$ cat src/rtl/ex_mem_reg.sv
// ex_mem_reg: EX->MEM pipeline register with a two-entry skid buffer.
// Main entry M drives the out_* ports. Skid entry S catches a beat accepted
// while M is stalled, so in_ready can come straight from a flop.
// Optional macro EX_MEM_OF_TRAP_EN: a signed overflow on add/sub is marked as
// an exception and its register/memory writes are squashed.
module ex_mem_reg #(
  parameter int DATA_WIDTH     = 32,
  parameter int REG_ADDR_WIDTH = 5
) (
  input  logic                      clk,
  input  logic                      rst_n,
  input  logic                      flush,
  input  logic                      in_valid,
  output logic                      in_ready,
  input  logic [DATA_WIDTH-1:0]     in_aluout,
  input  logic                      in_zero,
  input  logic                      in_of,
  input  logic                      in_uof,
  input  logic [3:0]                in_aluop,
  input  logic [REG_ADDR_WIDTH-1:0] in_rd,
  input  logic                      in_regwrite,
  input  logic                      in_memread,
  input  logic                      in_memwrite,
  input  logic [DATA_WIDTH-1:0]     in_store_data,
  output logic                      out_valid,
  input  logic                      out_ready,
  output logic [DATA_WIDTH-1:0]     out_aluout,
  output logic                      out_zero,
  output logic                      out_uof,
  output logic [REG_ADDR_WIDTH-1:0] out_rd,
  output logic                      out_regwrite,
  output logic                      out_memread,
  output logic                      out_memwrite,
  output logic [DATA_WIDTH-1:0]     out_store_data,
  output logic                      out_exc,
  output logic                      exc_sticky
);

  typedef struct packed {
    logic [DATA_WIDTH-1:0]     aluout;
    logic                      zero;
    logic                      uof;
    logic [REG_ADDR_WIDTH-1:0] rd;
    logic                      regwrite;
    logic                      memread;
    logic                      memwrite;
    logic [DATA_WIDTH-1:0]     store_data;
  } beat_t;

  beat_t in_beat, m_q, s_q;
  logic  m_vld, s_vld, rdy_q;
  logic  m_vld_d, s_vld_d, m_load, m_from_s, s_load;
  logic  accept, xfer, in_exc;

  assign accept = in_valid && rdy_q;
  assign xfer   = m_vld && out_ready;

  // Incoming beat, with control bits squashed when it traps
  always_comb begin
    in_beat            = '0;
    in_beat.aluout     = in_aluout;
    in_beat.zero       = in_zero;
    in_beat.uof        = in_uof;
    in_beat.rd         = in_rd;
    in_beat.store_data = in_store_data;
`ifdef EX_MEM_OF_TRAP_EN
    in_exc = in_of && (in_aluop == 4'd5 || in_aluop == 4'd6);
`else
    in_exc = 1'b0;
`endif
    in_beat.regwrite = in_regwrite && !in_exc;
    in_beat.memread  = in_memread  && !in_exc;
    in_beat.memwrite = in_memwrite && !in_exc;
  end

`ifndef EX_MEM_OF_TRAP_EN
  // of/aluop only matter to the trap logic
  logic unused_trap_in;
  assign unused_trap_in = ^{in_of, in_aluop};
`endif

  // Next-state of the two entries; at most one of m_load/m_from_s/s_load fires
  always_comb begin
    m_vld_d  = m_vld;
    s_vld_d  = s_vld;
    m_load   = 1'b0;
    m_from_s = 1'b0;
    s_load   = 1'b0;
    if (!m_vld) begin
      if (accept) begin
        m_load  = 1'b1;
        m_vld_d = 1'b1;
      end
    end else if (xfer) begin
      if (accept) begin
        m_load = 1'b1;           // S is empty whenever accept is possible
      end else if (s_vld) begin
        m_from_s = 1'b1;
        s_vld_d  = 1'b0;
      end else begin
        m_vld_d = 1'b0;
      end
    end else if (accept) begin
      s_load  = 1'b1;
      s_vld_d = 1'b1;
    end
  end

  // Valid bits and registered in_ready; flush beats everything except reset
  always_ff @(posedge clk) begin
    if (!rst_n || flush) begin
      m_vld <= 1'b0;
      s_vld <= 1'b0;
      rdy_q <= 1'b1;
    end else begin
      m_vld <= m_vld_d;
      s_vld <= s_vld_d;
      rdy_q <= !s_vld_d;
    end
  end

  // Payload registers load only on accept or S->M move
  always_ff @(posedge clk) begin
    if (!rst_n) begin
      m_q <= '0;
      s_q <= '0;
    end else if (!flush) begin
      if (m_load)        m_q <= in_beat;
      else if (m_from_s) m_q <= s_q;
      if (s_load)        s_q <= in_beat;
    end
  end

`ifdef EX_MEM_OF_TRAP_EN
  logic m_exc, s_exc, sticky_q;

  // Exception bits follow their beat; sticky records any exception leaving
  always_ff @(posedge clk) begin
    if (!rst_n) begin
      m_exc    <= 1'b0;
      s_exc    <= 1'b0;
      sticky_q <= 1'b0;
    end else if (flush) begin
      sticky_q <= 1'b0;
    end else begin
      if (xfer && m_exc) sticky_q <= 1'b1;
      if (m_load)        m_exc <= in_exc;
      else if (m_from_s) m_exc <= s_exc;
      if (s_load)        s_exc <= in_exc;
    end
  end

  assign out_exc    = m_exc;
  assign exc_sticky = sticky_q;
`else
  assign out_exc    = 1'b0;
  assign exc_sticky = 1'b0;
`endif

  assign in_ready       = rdy_q;
  assign out_valid      = m_vld;
  assign out_aluout     = m_q.aluout;
  assign out_zero       = m_q.zero;
  assign out_uof        = m_q.uof;
  assign out_rd         = m_q.rd;
  assign out_regwrite   = m_q.regwrite;
  assign out_memread    = m_q.memread;
  assign out_memwrite   = m_q.memwrite;
  assign out_store_data = m_q.store_data;

endmodule

$ cat config.mk
export PLATFORM = sky130hd
export DESIGN_NAME = ex_mem_reg
export DESIGN_NICKNAME = d
export VERILOG_FILES = /design/src/rtl/ex_mem_reg.sv
export SDC_FILE = /design/constraint.sdc
export NUM_CORES = 1
export LEC_CHECK = 0
export ABC_AREA = 1
export CORE_MARGIN = 8
export CORE_UTILIZATION = 46
export CTS_BUF_LIST = sky130_fd_sc_hd__clkbuf_8 sky130_fd_sc_hd__clkbuf_16
export DETAILED_ROUTE_END_ITERATION = 6
export PLACE_DENSITY = 0.78
export SYNTH_ARGS = -nofsm -noshare
export SYNTH_HDL_FRONTEND = slang
export SYNTH_SLANG_ARGS = --single-unit
$ cat constraint.sdc
create_clock -name clk -period 1.1 [get_ports clk]
set_input_delay 0.11 -clock clk [delete_from_list [all_inputs] [get_ports clk]]
set_output_delay 0.11 -clock clk [all_outputs]
set_load 0.01 [all_outputs]
-- Word-level counts from Yosys, hierarchy flattened
Index checks and enable logic that the tools add are counted.
- bits in registers: 151
- bits of input ports: 84
- output and inout bits: 78
- word-level logic and storage cells: 46
- multiplexer cells: 18
- bitwise gates (word level): 1
- reductions and logical operators: 8
- operators by type and width (operator ; count):
    $mux 74 ; 2
    $mux 1 ; 16
    $reduce_and 2->1 ; 2
    $logic_and 1x1->1 ; 2
    $logic_not 1->1 ; 2
    $reduce_bool 2->1 ; 1
    $logic_or 1x1->1 ; 1
    $not 1->1 ; 1

-- Longest topological paths before layout
Gate-level depths: netlist of run 1.
- word-level depth: 6
- depth in mapped cells: 9
- gate-level depth less buffers: 7

-- Worst setup path before layout of run 1
OpenSTA, ideal clock, no wires.
- kind: register -> register
- start point: register rdy_q (netlist: in_ready)
- end point: register m_q, in the netlist out_aluout[0]
- library setup time: 0.111 ns
- data arrival time: 1.168 ns
- data required time: 0.989 ns
- slack: -0.179 ns
- cell stages (with the launch flop): 10
- buffers on the path: 2
- clock period less this slack: 1.279 ns
- cell sequence: dfxtp_1 > nand2_1 > nand2_1 > inv_2 > nor2_1 > buf_4 > buf_6 > nand2_1 > nor2_1 > nor2_1
- word-level cells in the longest chain between the ends: 6
- elaborated cells between the ends (all ways): 10
- those cells by class: mux (7); reduce/logical (3)
- ends and longest elaborated chain (item ; line ; text):
    start: declaration ; 51 ; logic m_vld, s_vld, rdy_q;
    start signal: assignment ; 118 ; rdy_q <= !s_vld_d;
    $logic_and 1x1->1 * ; 55 ; assign accept = in_valid && rdy_q;
    $mux 1, on equally long branches ; 90, 95 ;
    $mux 1 ; 94 ; end else if (xfer) begin
    $mux 1 ; 89 ; if (!m_vld) begin
    $reduce_bool 2->1 (no source line) ; - ;
    $reduce_and 2->1 (no source line) ; - ;
    end signal: assignment ; 128 ; if (m_load) m_q <= in_beat;
    end signal: assignment ; 129 ; else if (m_from_s) m_q <= s_q;
    end: declaration ; 50 ; beat_t in_beat, m_q, s_q;
Every way passes the cells marked *; elsewhere a longest branch is shown, timed or not.
A chain may end at the register's enable or synchronous reset.

-- Worst setup path after layout of run 1
- start point: register rdy_q (netlist: in_ready)
- end point: register m_q, in the netlist out_uof
The elaborated chain is that of the path after synthesis.

==> out/summary.json, run 1 <==
{
  "vias": {"value": 7500},
  "cts_inserted_buffers": {"value": 17},
  "drt_pass1_iterations": {"value": 7},
  "worstPathBufferInverterCount": {"value": 3},
  "hold_buffers": {"value": 0},
  "timing_hold_violations_final": {"value": 0},
  "period_needed": {"value": 1390, "unit": "ps"},
  "yosys_warnings": {"value": 0},
  "crit_cells": {"value": 9},
  "final_net_count": {"value": 1385},
  "grt_max_degree": {"value": 49},
  "detail_route.wl_per_cell": {"value": 16.5, "unit": "µm"},
  "grt-ovfl-total": {"value": 0},
  "vias_in_the_first_global_route": {"value": 6533},
  "cts_sinks": {"value": 151},
  "timing.final.crit_share": {"value": 126, "unit": "%"},
  "crit_path_cell_trace": {"value": "nand2_4 > nand2_4 > inv_4 > nor2_4 > buf_4 > buf_8 > nand2_1 > nor2_1 > nor2_1"},
  "number_of_core_rows": {"value": 45},
  "synthesis.area_per_instance": {"value": 6.23, "unit": "µm²"},
  "worst_hold_path.num_cells": {"value": 4},
  "tightestPinTransition": {"value": 597, "unit": "ps"},
  "drc_violations_left": {"value": 3},
  "buffer_depth_of_the_longest_clock_path": {"value": 2},
  "gpl.final_weighted_congestion": {"value": 0.758},
  "power.density_cell_area": {"value": 1330, "unit": "nW/µm²"},
  "synth-seq-cells": {"value": 151},
  "grt_setup_unrepaired": {"value": "yes"},
  "timing.max_slew.rel_slack": {"value": 60.2, "unit": "%"},
  "worst_hold_endpoint": {"value": "out_valid$_SDFF_PP0_"},
  "drt_iter0_drcs": {"value": 471},
  "ctsHtreeMaxLevel": {"value": 4},
  "slew_viol_final": {"value": 0},
  "cts_root_buffer": {"value": "sky130_fd_sc_hd__clkbuf_16"},
  "area_delta_synth_final": {"value": 49.6, "unit": "%"},
  "leakage": {"value": 4.82, "unit": "nW"},
  "whs": {"value": 139, "unit": "ps"},
  "maxClockFrequency": {"value": 721, "unit": "MHz"},
  "netlist_instances": {"value": 1134},
  "netlist_area": {"value": 7060, "unit": "µm²"},
  "worst_r2r_endpoint": {"value": "out_uof$_SDFFE_PN0P_"},
  "synth_seq_area_share": {"value": 42.8, "unit": "%"},
  "timing.setup.critical_path_class": {"value": "register to register"},
  "hold_path_startpoint": {"value": "rst_n"},
  "postRouteWirelength": {"value": 24800, "unit": "µm"},
  "antenna_violating_nets_post_route": {"value": 0},
  "cap_viol_max_count": {"value": 0},
  "finalWorstSetupSlack": {"value": -288, "unit": "ps"},
  "global_route_wire_length_before_repair": {"value": 32700, "unit": "µm"},
  "fillers": {"value": 1206},
  "netlist_cell_types": {"value": 16},
  "floorplan.initialDensity": {"value": 46.8, "unit": "%"},
  "worst_setup_path_startpoint": {"value": "in_ready$_SDFF_PP1_"},
  "final.setup_skew": {"value": 8.67, "unit": "ps"},
  "antenna_violations_before_repair": {"value": 0},
  "clock_insertion_delay_worst_skew": {"value": 430, "unit": "ps"},
  "worst_setup_path_start_kind": {"value": "register"},
  "final_setup_violation_count": {"value": 151},
  "worst_path_required": {"value": 1410, "unit": "ps"},
  "dp_hpwl": {"value": 12300, "unit": "µm"},
  "failed_checks": {"value": "design-rule violations, negative setup slack"},
  "gr-usage-all-layers": {"value": 20.3, "unit": "%"},
  "ir_drop": {"value": 1.01, "unit": "mV"},
  "hp-class": {"value": "primary input to register"},
  "crit_end_category": {"value": "register"},
  "fp.dieArea": {"value": 19600, "unit": "µm²"},
  "insertedDiodeCount": {"value": 0},
  "critical-path-slowest-cell": {"value": "sky130_fd_sc_hd__dfxtp_4"},
  "reg2reg_setup_slack": {"value": -290, "unit": "ps"},
  "crit_path_arrival_time": {"value": 1700, "unit": "ps"},
  "boundaryPins": {"value": 162},
  "result_of_the_run": {"value": "finished with violations"},
  "die_w": {"value": 140, "unit": "µm"},
  "logic_depth_of_the_worst_register_to_register_path": {"value": 9},
  "fp.dieH": {"value": 140, "unit": "µm"},
  "worst_stage_delay_on_the_critical_path": {"value": 360, "unit": "ps"},
  "total_power": {"value": 14.1, "unit": "mW"},
  "drive_above_1_share": {"value": 25.7, "unit": "%"},
  "placeableCoreArea": {"value": 15100, "unit": "µm²"},
  "vias_per_cell": {"value": 5.00},
  "io_buffers": {"value": 154},
  "critPathMaxFanout": {"value": 9},
  "crit-reg2reg-launch": {"value": "in_ready$_SDFF_PP1_"},
  "critical-path-top-delay-family": {"value": "simple AND/OR/NAND/NOR gates"},
  "cts_tree": {"value": "yes"},
  "cts.reportedPaths.clkPinSlew": {"value": 60, "unit": "ps"}
}
-- final cells by class --
cell class / count / area (µm²) / share of cell area [%]
multi-input cells: 758 / 3770 / 35.7
inverters: 154 / 581 / 5.49
clock buffers: 22 / 517 / 4.89
clock inverters: 9 / 95.1 / 0.900
repair buffers: 219 / 2320 / 22.0
flip-flops and latches: 151 / 3050 / 28.9
well taps: 188 / 235 / 2.23
-- worst max-delay path by stage --
stage                                     endpoint  slack (ps)
floorplan              out_aluout[22]$_SDFFE_PN0P_         -60
global placement    out_store_data[5]$_SDFFE_PN0P_        -510
detailed placement  out_store_data[5]$_SDFFE_PN0P_        -530
CTS                    out_aluout[24]$_SDFFE_PN0P_        -210
global route        out_store_data[2]$_SDFFE_PN0P_        -350
finish                        out_uof$_SDFFE_PN0P_        -290
-- routing by layer --
metal  vias up  part of all wire (%)  track usage (%)
li1       3711                     -                -
met1      3434                    41             23.7
met4         0                   3.2             6.97
met5         -                     0                0
met3        59                   6.8             5.91
met2       296                    49             34.9
-- where the power goes --
| group | total [mW] | internal [mW] | leakage [nW] | switching [mW] |
|---|---|---|---|---|
| clock | 6.05 | 3.75 | 0.310 | 2.30 |
| combinational | 2.24 | 1.01 | 3.28 | 1.24 |
| sequential | 5.80 | 5.68 | 1.24 | 0.115 |
| total | 14.1 | 10.4 | 4.82 | 3.65 |
-- through the flow --
stage / area, µm² / utilization (%) / TNS [ps] / setup WS (ps) / instances
floorplan: 7160 / - / -5220 / -56.0 / 1135
global placement: 8900 / 59.0 / -66950 / -515 / 1432
detailed placement: 8900 / 59.0 / -68390 / -529 / 1432
CTS: 9650 / 63.9 / -22330 / -214 / 1472
global route: 10600 / 70.0 / -41850 / -353 / 1501
finish: 10600 / 70.0 / -33600 / -288 / 1501
-- flip-flops by register name, indices dropped and copies added, names as in the netlist, named ones only --
signal	flops
out_rd	5
out_valid	1
out_zero	1
out_memwrite	1
s_q	74
out_aluout	32
in_ready	1
out_store_data	32
out_memread	1
out_regwrite	1
out_uof	1
-- cells in the final DEF (no fill, tap or decap), drive strengths merged, types with 2 or more instances in the layout --
master	instances
a21oi	75
buf	127
bufinv	2
clkbuf	37
clkdlybuf4s50	77
clkinv	4
conb	2
dfxtp	151
inv	156
nand2	380
nand3	75
nor2	224
-- cells in the mapped netlist --
cell type / instances / area share [%]
sky130_fd_sc_hd__a21oi_1: 75 / 5.3
sky130_fd_sc_hd__a31oi_1: 1 / 0.089
sky130_fd_sc_hd__buf_2: 19 / 1.3
sky130_fd_sc_hd__buf_4: 23 / 2.4
sky130_fd_sc_hd__buf_6: 6 / 0.96
sky130_fd_sc_hd__clkbuf_1: 26 / 1.4
sky130_fd_sc_hd__conb_1: 1 / 0.053
sky130_fd_sc_hd__dfxtp_1: 151 / 43
sky130_fd_sc_hd__inv_1: 151 / 8.0
sky130_fd_sc_hd__inv_2: 3 / 0.16
sky130_fd_sc_hd__nand2_1: 377 / 20
sky130_fd_sc_hd__nand2_2: 1 / 0.089
sky130_fd_sc_hd__nand3_1: 75 / 5.3
sky130_fd_sc_hd__nor2_1: 223 / 12
sky130_fd_sc_hd__nor2_2: 1 / 0.089
sky130_fd_sc_hd__o21ai_0: 1 / 0.071
-- logic make-up after synthesis --
kind of cell	synth area share (%)
simple gates	37.4
buf+inv	14.3
flops	42.8
compound gates	5.47
other cells	0.0531
-- what timing repair did --
action / CTS / global route
gates resized for setup: 312 / 219
pin swaps: 33 / 31
endpoints found under the setup margin: 226 / 185
cloned: 5 / 23
buffers inserted: 4 / 8
-- worst register-to-register path, delay by kind of cell, from the launching register on --
family,cells,cell delay (ps)
flip-flops,1,360
buffers and inverters,3,350
AND/OR/NAND/NOR,6,570
No activity file was read; power rests on OpenSTA's default activity.
==> run 2: changes to the inputs <==
- CTS_CLUSTER_SIZE: unset -> 20
==> results of run 2 <==
Final layout, timing and power as in run 1 (identical DEF).
==> run 3: changes to the inputs <==
- RECOVER_POWER: unset -> 100
==> run 3 against run 2 <==
The flow still finishes with violations (design-rule violations, negative setup slack). First-iteration DRC count increased by 3.8%. Count of clock-buffer cells in the layout unchanged. Global-route usage unchanged. Sequential share of layout area increased by 0.22 points. Power decreased by 0.34%. Highest routed layer unchanged.
==> out/summary.json, run 3 (same netlist as run 1, synthesis figures left out) <==
{
  "critical-path-top-delay-family": {"value": "simple AND/OR/NAND/NOR gates"},
  "tightestPinTransition": {"value": 599, "unit": "ps", "change": "+2.64 ps"},
  "worst_hold_path.num_cells": {"value": 4, "change": "unchanged"},
  "floorplan.initialDensity": {"value": 46.8, "unit": "%", "change": "unchanged"},
  "ir_drop": {"value": 1.01, "unit": "mV", "change": "-0.48%"},
  "failed_checks": {"value": "design-rule violations, negative setup slack"},
  "buffer_depth_of_the_longest_clock_path": {"value": 2, "change": "unchanged"},
  "layout.cells.most_common": {"value": "sky130_fd_sc_hd__nand2_1"},
  "timing_hold_violations_final": {"value": 0, "change": "unchanged"},
  "total_power": {"value": 14.0, "unit": "mW", "change": "-0.34%"},
  "area_delta_synth_final": {"value": 48.5, "unit": "%"},
  "timing.max_slew.rel_slack": {"value": 60.0, "unit": "%", "change": "-0.18 points"},
  "hp-class": {"value": "primary input to register"},
  "worstPathBufferInverterCount": {"value": 3, "change": "unchanged"},
  "result_of_the_run": {"value": "finished with violations"},
  "drt_pass1_iterations": {"value": 7, "change": "unchanged"},
  "maxClockFrequency": {"value": 725, "unit": "MHz", "change": "+0.61%"},
  "grt_setup_unrepaired": {"value": "yes"},
  "final_cells": {"value": 1501, "change": "unchanged"},
  "insertedDiodeCount": {"value": 0, "change": "unchanged"},
  "clock_insertion_delay_worst_skew": {"value": 420, "unit": "ps", "change": "about the same"},
  "worst_setup_path_startpoint": {"value": "in_ready$_SDFF_PP1_"},
  "clock_power_share": {"value": 43.0, "unit": "%", "change": "about the same"},
  "whs": {"value": 140, "unit": "ps", "change": "+0.548 ps"},
  "vias": {"value": 7513, "change": "+0.17%"},
  "power.density_cell_area": {"value": 1340, "unit": "nW/µm²", "change": "+0.41%"},
  "critical-path-slowest-cell": {"value": "sky130_fd_sc_hd__dfxtp_4"},
  "cts_sinks": {"value": 151, "change": "unchanged"},
  "power.switching": {"value": 3.65, "unit": "mW", "change": "-0.18%"},
  "final_setup_violation_count": {"value": 151, "change": "unchanged"},
  "grt_max_degree": {"value": 49, "change": "unchanged"},
  "regMostFlops": {"value": "s_q"},
  "netSwitchingFraction": {"value": 26.0, "unit": "%", "change": "+0.042 points"},
  "crit-reg2reg-launch": {"value": "in_ready$_SDFF_PP1_"},
  "crit_path_arrival_time": {"value": 1690, "unit": "ps", "change": "about the same"},
  "hold_buffers": {"value": 0, "change": "unchanged"},
  "drive_above_1_share": {"value": 20.9, "unit": "%", "change": "-4.8 points"},
  "antenna_violations_before_repair": {"value": 0, "change": "unchanged"},
  "drc_violations_left": {"value": 2, "change": "-1"},
  "crit_end_category": {"value": "register"},
  "worst_r2r_endpoint": {"value": "out_uof$_SDFFE_PN0P_"},
  "gpl.final_weighted_congestion": {"value": 0.758, "change": "unchanged"},
  "number_of_core_rows": {"value": 45, "change": "unchanged"},
  "worst_path_required": {"value": 1410, "unit": "ps", "change": "about the same"},
  "placeableCoreArea": {"value": 15100, "unit": "µm²", "change": "unchanged"},
  "postLayoutCoreUtil": {"value": 69.5, "unit": "%", "change": "-0.52 points"},
  "final_cell_mix": {"value": "294 x sky130_fd_sc_hd__nand2_1, 208 x sky130_fd_sc_hd__nor2_1, 151 x sky130_fd_sc_hd__inv_1"},
  "cts_tree": {"value": "yes"},
  "cts_inserted_buffers": {"value": 17, "change": "unchanged"},
  "crit_path_cell_trace": {"value": "nand2_4 > nand2_4 > inv_4 > nor2_4 > buf_4 > buf_8 > nand2_1 > nor2_1 > nor2_1"},
  "cts_root_buffer": {"value": "sky130_fd_sc_hd__clkbuf_16"},
  "leakage": {"value": 4.57, "unit": "nW", "change": "-5.3%"},
  "critical_path.endpoint": {"value": "out_uof$_SDFFE_PN0P_"},
  "fillers": {"value": 1236, "change": "+2.5%"},
  "postRouteWirelength": {"value": 24800, "unit": "µm", "change": "about the same"},
  "detail_route.wl_per_cell": {"value": 16.5, "unit": "µm", "change": "about the same"},
  "finalWorstSetupSlack": {"value": -279, "unit": "ps", "change": "+8.48 ps"},
  "p_int": {"value": 10.4, "unit": "mW", "change": "-0.40%"},
  "dp_hpwl": {"value": 12300, "unit": "µm", "change": "unchanged"},
  "combPwrFrac": {"value": 15.7, "unit": "%", "change": "-0.2 points"},
  "reg2reg_setup_slack": {"value": -280, "unit": "ps", "change": "about the same"},
  "drt_iter0_drcs": {"value": 489, "change": "+3.8%"},
  "largest_register_ffs": {"value": 74, "change": "unchanged"},
  "ctsHtreeMaxLevel": {"value": 4, "change": "unchanged"},
  "die_w": {"value": 140, "unit": "µm", "change": "unchanged"},
  "post-place-cells": {"value": 1432, "change": "unchanged"},
  "multi_input_comb_area": {"value": 3770, "unit": "µm²", "change": "unchanged"},
  "period_needed": {"value": 1380, "unit": "ps", "change": "-8.48 ps"},
  "global_route_wire_length_before_repair": {"value": 32700, "unit": "µm", "change": "unchanged"},
  "vias_in_the_first_global_route": {"value": 6533, "change": "unchanged"},
  "power.share.sequential": {"value": 41.3, "unit": "%", "change": "about the same"},
  "gr-usage-all-layers": {"value": 20.3, "unit": "%", "change": "unchanged"},
  "seq_area": {"value": 3050, "unit": "µm²", "change": "unchanged"},
  "worst_stage_delay_on_the_critical_path": {"value": 360, "unit": "ps", "change": "about the same"},
  "timing.setup.critical_path_class": {"value": "register to register"},
  "antenna_violating_nets_post_route": {"value": 0, "change": "unchanged"},
  "timing.final.crit_share": {"value": 125, "unit": "%", "change": "-0.77 points"},
  "io_buffers": {"value": 154, "change": "unchanged"},
  "final_net_count": {"value": 1385, "change": "unchanged"},
  "grt-ovfl-total": {"value": 0, "change": "unchanged"},
  "slew_viol_final": {"value": 0, "change": "unchanged"},
  "critPathMaxFanout": {"value": 9, "change": "unchanged"},
  "cts.reportedPaths.clkPinSlew": {"value": 60, "unit": "ps", "change": "about the same"},
  "logic_depth_of_the_worst_register_to_register_path": {"value": 9, "change": "unchanged"},
  "final.setup_skew": {"value": 7.76, "unit": "ps", "change": "-0.908 ps"},
  "cap_viol_max_count": {"value": 0, "change": "unchanged"},
  "fp.dieH": {"value": 140, "unit": "µm", "change": "unchanged"},
  "crit_cells": {"value": 9, "change": "unchanged"},
  "fp.dieArea": {"value": 19600, "unit": "µm²", "change": "unchanged"},
  "vias_per_cell": {"value": 5.01, "change": "+0.17%"},
  "worst_setup_path_start_kind": {"value": "register"},
  "boundaryPins": {"value": 162, "change": "unchanged"}
}
## run 3: worst min-delay path, stage by stage
cell and delay, ps:
sky130_fd_sc_hd__buf_2 150, sky130_fd_sc_hd__nand2_1 120, sky130_fd_sc_hd__buf_4 110, sky130_fd_sc_hd__a21oi_1 30
## run 3: final cells by class
| class | instances | area share (%) |
|---|---|---|
| Clock inverter | 9 | 0.907 |
| Tap cell | 188 | 2.24 |
| Inverter | 154 | 5.54 |
| Multi-Input combinational cell | 758 | 35.9 |
| Clock buffer | 22 | 4.93 |
| Timing Repair Buffer | 219 | 21.4 |
| Sequential cell | 151 | 29.1 |
## run 3: power groups by stage
stage | logic, mW | clock network, mW | registers, mW
final | 2.20 | 6.04 | 5.80
after global routing | 2.40 | 6.32 | 5.82
after global placement | 1.99 | 0 | 5.90
after CTS | 1.96 | 6.04 | 5.79
after floorplan | 0.948 | 0 | 5.98
after detailed placement | 2.01 | 0 | 5.91
## run 3: how the worst min path moves through the flow
stage                    startpoint                    to  slack, ps
2_1_floorplan                 rst_n  out_valid$_SDFF_PP0_        250
6_report                      rst_n  out_valid$_SDFF_PP0_        140
5_1_grt                       rst_n  out_valid$_SDFF_PP0_        140
3_3_place_gp   s_q[60]$_SDFFE_PN0P_  s_q[60]$_SDFFE_PN0P_        450
3_5_place_dp   s_q[47]$_SDFFE_PN0P_  s_q[47]$_SDFFE_PN0P_        450
4_1_cts                       rst_n  out_valid$_SDFF_PP0_        100
## run 3: timing repair
item | CTS | global route
cloned | 5 | 23
setup endpoints to repair | 226 | 185
resized for setup | 312 | 219
pin swaps | 33 | 31
buffers inserted | 4 | 8
## run 3: layer usage
metal / up-vias / global-route usage [%] / part of all wire (%)
li1: 3706 / - / -
met1: 3445 / 23.7 / 41
met2: 303 / 34.9 / 49
met3: 59 / 5.91 / 6.9
met4: 0 / 6.97 / 3.0
met5: - / 0 / 0
## run 3: through the flow
stage / TNS [ps] / instance area (µm²) / setup slack, ps
floorplan: -5220 / 7160 / -56.0
CTS: -22330 / 9650 / -214
global route: -41850 / 10500 / -353
detailed placement: -68390 / 8900 / -529
global placement: -66950 / 8900 / -515
finish: -33120 / 10500 / -279
==> variant (config.mk and constraints of run 3) <==
Change the parameter `DATA_WIDTH` from 32 to 64.
--- a/src/rtl/ex_mem_reg.sv
+++ b/src/rtl/ex_mem_reg.sv
@@ -4,7 +4,7 @@
 // Optional macro EX_MEM_OF_TRAP_EN: a signed overflow on add/sub is marked as
 // an exception and its register/memory writes are squashed.
 module ex_mem_reg #(
-  parameter int DATA_WIDTH     = 32,
+  parameter int DATA_WIDTH     = 64,
   parameter int REG_ADDR_WIDTH = 5
 ) (
   input  logic                      clk,
Interface: changed (resized in_aluout, in_store_data, out_aluout and out_store_data); port bits go from 162 to 290. The function was not compared with the original's and may differ.
==> variant against run 3 <==
  * The flow finishes with violations (negative setup slack)
  * Count of clock-buffer cells in the layout is 16 higher
  * Routed wire length is 76% higher
  * Global-route usage is 3.4 points higher
  * Setup slack worse by 0.083 ns
  * Design area is 82% higher
  * Total power is 82% higher
  * Die area is 73% higher
  * Area after synthesis is 83% higher
  * Maximum frequency is 5.7% lower
  * Combinational power is 91% higher
  * Sequential cell count is 128 higher
  * Critical endpoint is now s_q[66]
  * Largest cell class unchanged
  * Highest routed layer is now met5
==> variant: results (changes against run 3) <==
[run_status]
outcome=finished with violations
violations=negative setup slack

[routing]
drt_first_pass_iters=5  ; -2
vias=13600  ; +81%
wl_met1_um=17100  ; +70%
initialDrtViolationCount=1150  ; +140%
dr_wl_met3_um=3920  ; +130%
routedWlPerCell_um=15.8  ; -4.5%
routed.top_layer=met5

[timing]
setup_ws_ns=-0.363  ; -0.0833 ns
setup_viol=348  ; +130%
fin_skew_ns=0.0112  ; +0.00342 ns
finalSetupTns_ns=-78.22  ; -45.10 ns
fin_hold_ws_ns=0.165  ; +0.0259 ns

[worst_setup_path]
reg2reg_to=s_q[66]
cp_top_family=buffers and inverters
arrival_ns=1.94  ; +0.25 ns
ff2ff_path_depth=7  ; -2

[global_routing]
grt_max_degree=55  ; +12%
grt_pass1_vias=12900  ; +97%
grt_first_pass_wirelength_um=65800  ; +100%
antenna_found_initial=1  ; +1

[place]
post-dp-hpwl_um=24800  ; +100%
place_congestion=0.827  ; +9.1%
post-place-cells=2671  ; +87%
placed_area_um2=16400  ; +84%

[clock_tree]
cts_buffer_depth=3  ; +1
cts_buffers=30  ; +13
clock_sinks=279  ; +85%
htreeDepth=1  ; -3

[logic_synthesis]
synth-compound-area-share=0.0545  ; -0.000182
synth.avg_cell_area_um2=6.19  ; -0.60%
synth_common_cells=nand2_1 (696), nor2_1 (414), dfxtp_1 (279), inv_1 (278)

[power_and_ir_drop]
p_comb_mw=4.20  ; +91%
peakVddDrop_v=0.00106  ; +5.0%
power_density_nw_per_um2=1340  ; -0.16%
leakage_nw=8.71  ; +91%
seq-power_mw=10.9  ; +88%
p_switching_mw=6.57  ; +80%
pwr-share-comb=0.165  ; +0.008

[layout]
seqCellArea_um2=5770  ; +89%
n_clock_buffer=38  ; +73%
drive_gt1_frac=0.205  ; -0.00435
bufAreaShareNonClock=0.253  ; +0.0387
largest_reg_flops=138  ; +86%
inv_count=282  ; +83%
n_all_buffers=378  ; +73%
clk_share=0.0543  ; -0.00403
fillers=2217  ; +79%

[hold_path]
hold_depth=3  ; -1
hp-start=in_aluout[54]

[floorplan]
rows=61  ; +36%

[variant: changes by cell type in the layout (fill, tap and decap cells not counted), moves of 25 or more]
cell             change
dfxtp_2            +120
nand2_2             -25
nand3_1             +61
a21oi_1             +84
buf_6              +135
nand2_4             -40
inv_1              +132
clkbuf_1            -63
nand2_1            +386
clkdlybuf4s50_1     +64
nor2_1             +193
[variant: per-layer routing]
metal	vias to the layer above	track usage
met4	2	0.0884
met2	581	0.415
met1	6101	0.281
li1	6768	-
met5	-	0
met3	119	0.0512
[variant: tightest hold or removal path: cells and delay by family]
family / cells / cell delay, ns
buffers and inverters: 1 / 0.42
AO/OA/AOI/OAI: 1 / 0.06
AND/OR/NAND/NOR: 1 / 0.09
[variant: repair_timing]
item / 4_1_cts / 5_1_grt
pin swaps: 14 / 3
cloned: 18 / 13
buffers inserted: 11 / 3
hold buffers: 1 / 0
resized for setup: 912 / 35
endpoints found under the hold margin: 2 / 0
setup endpoints to repair: 418 / 418
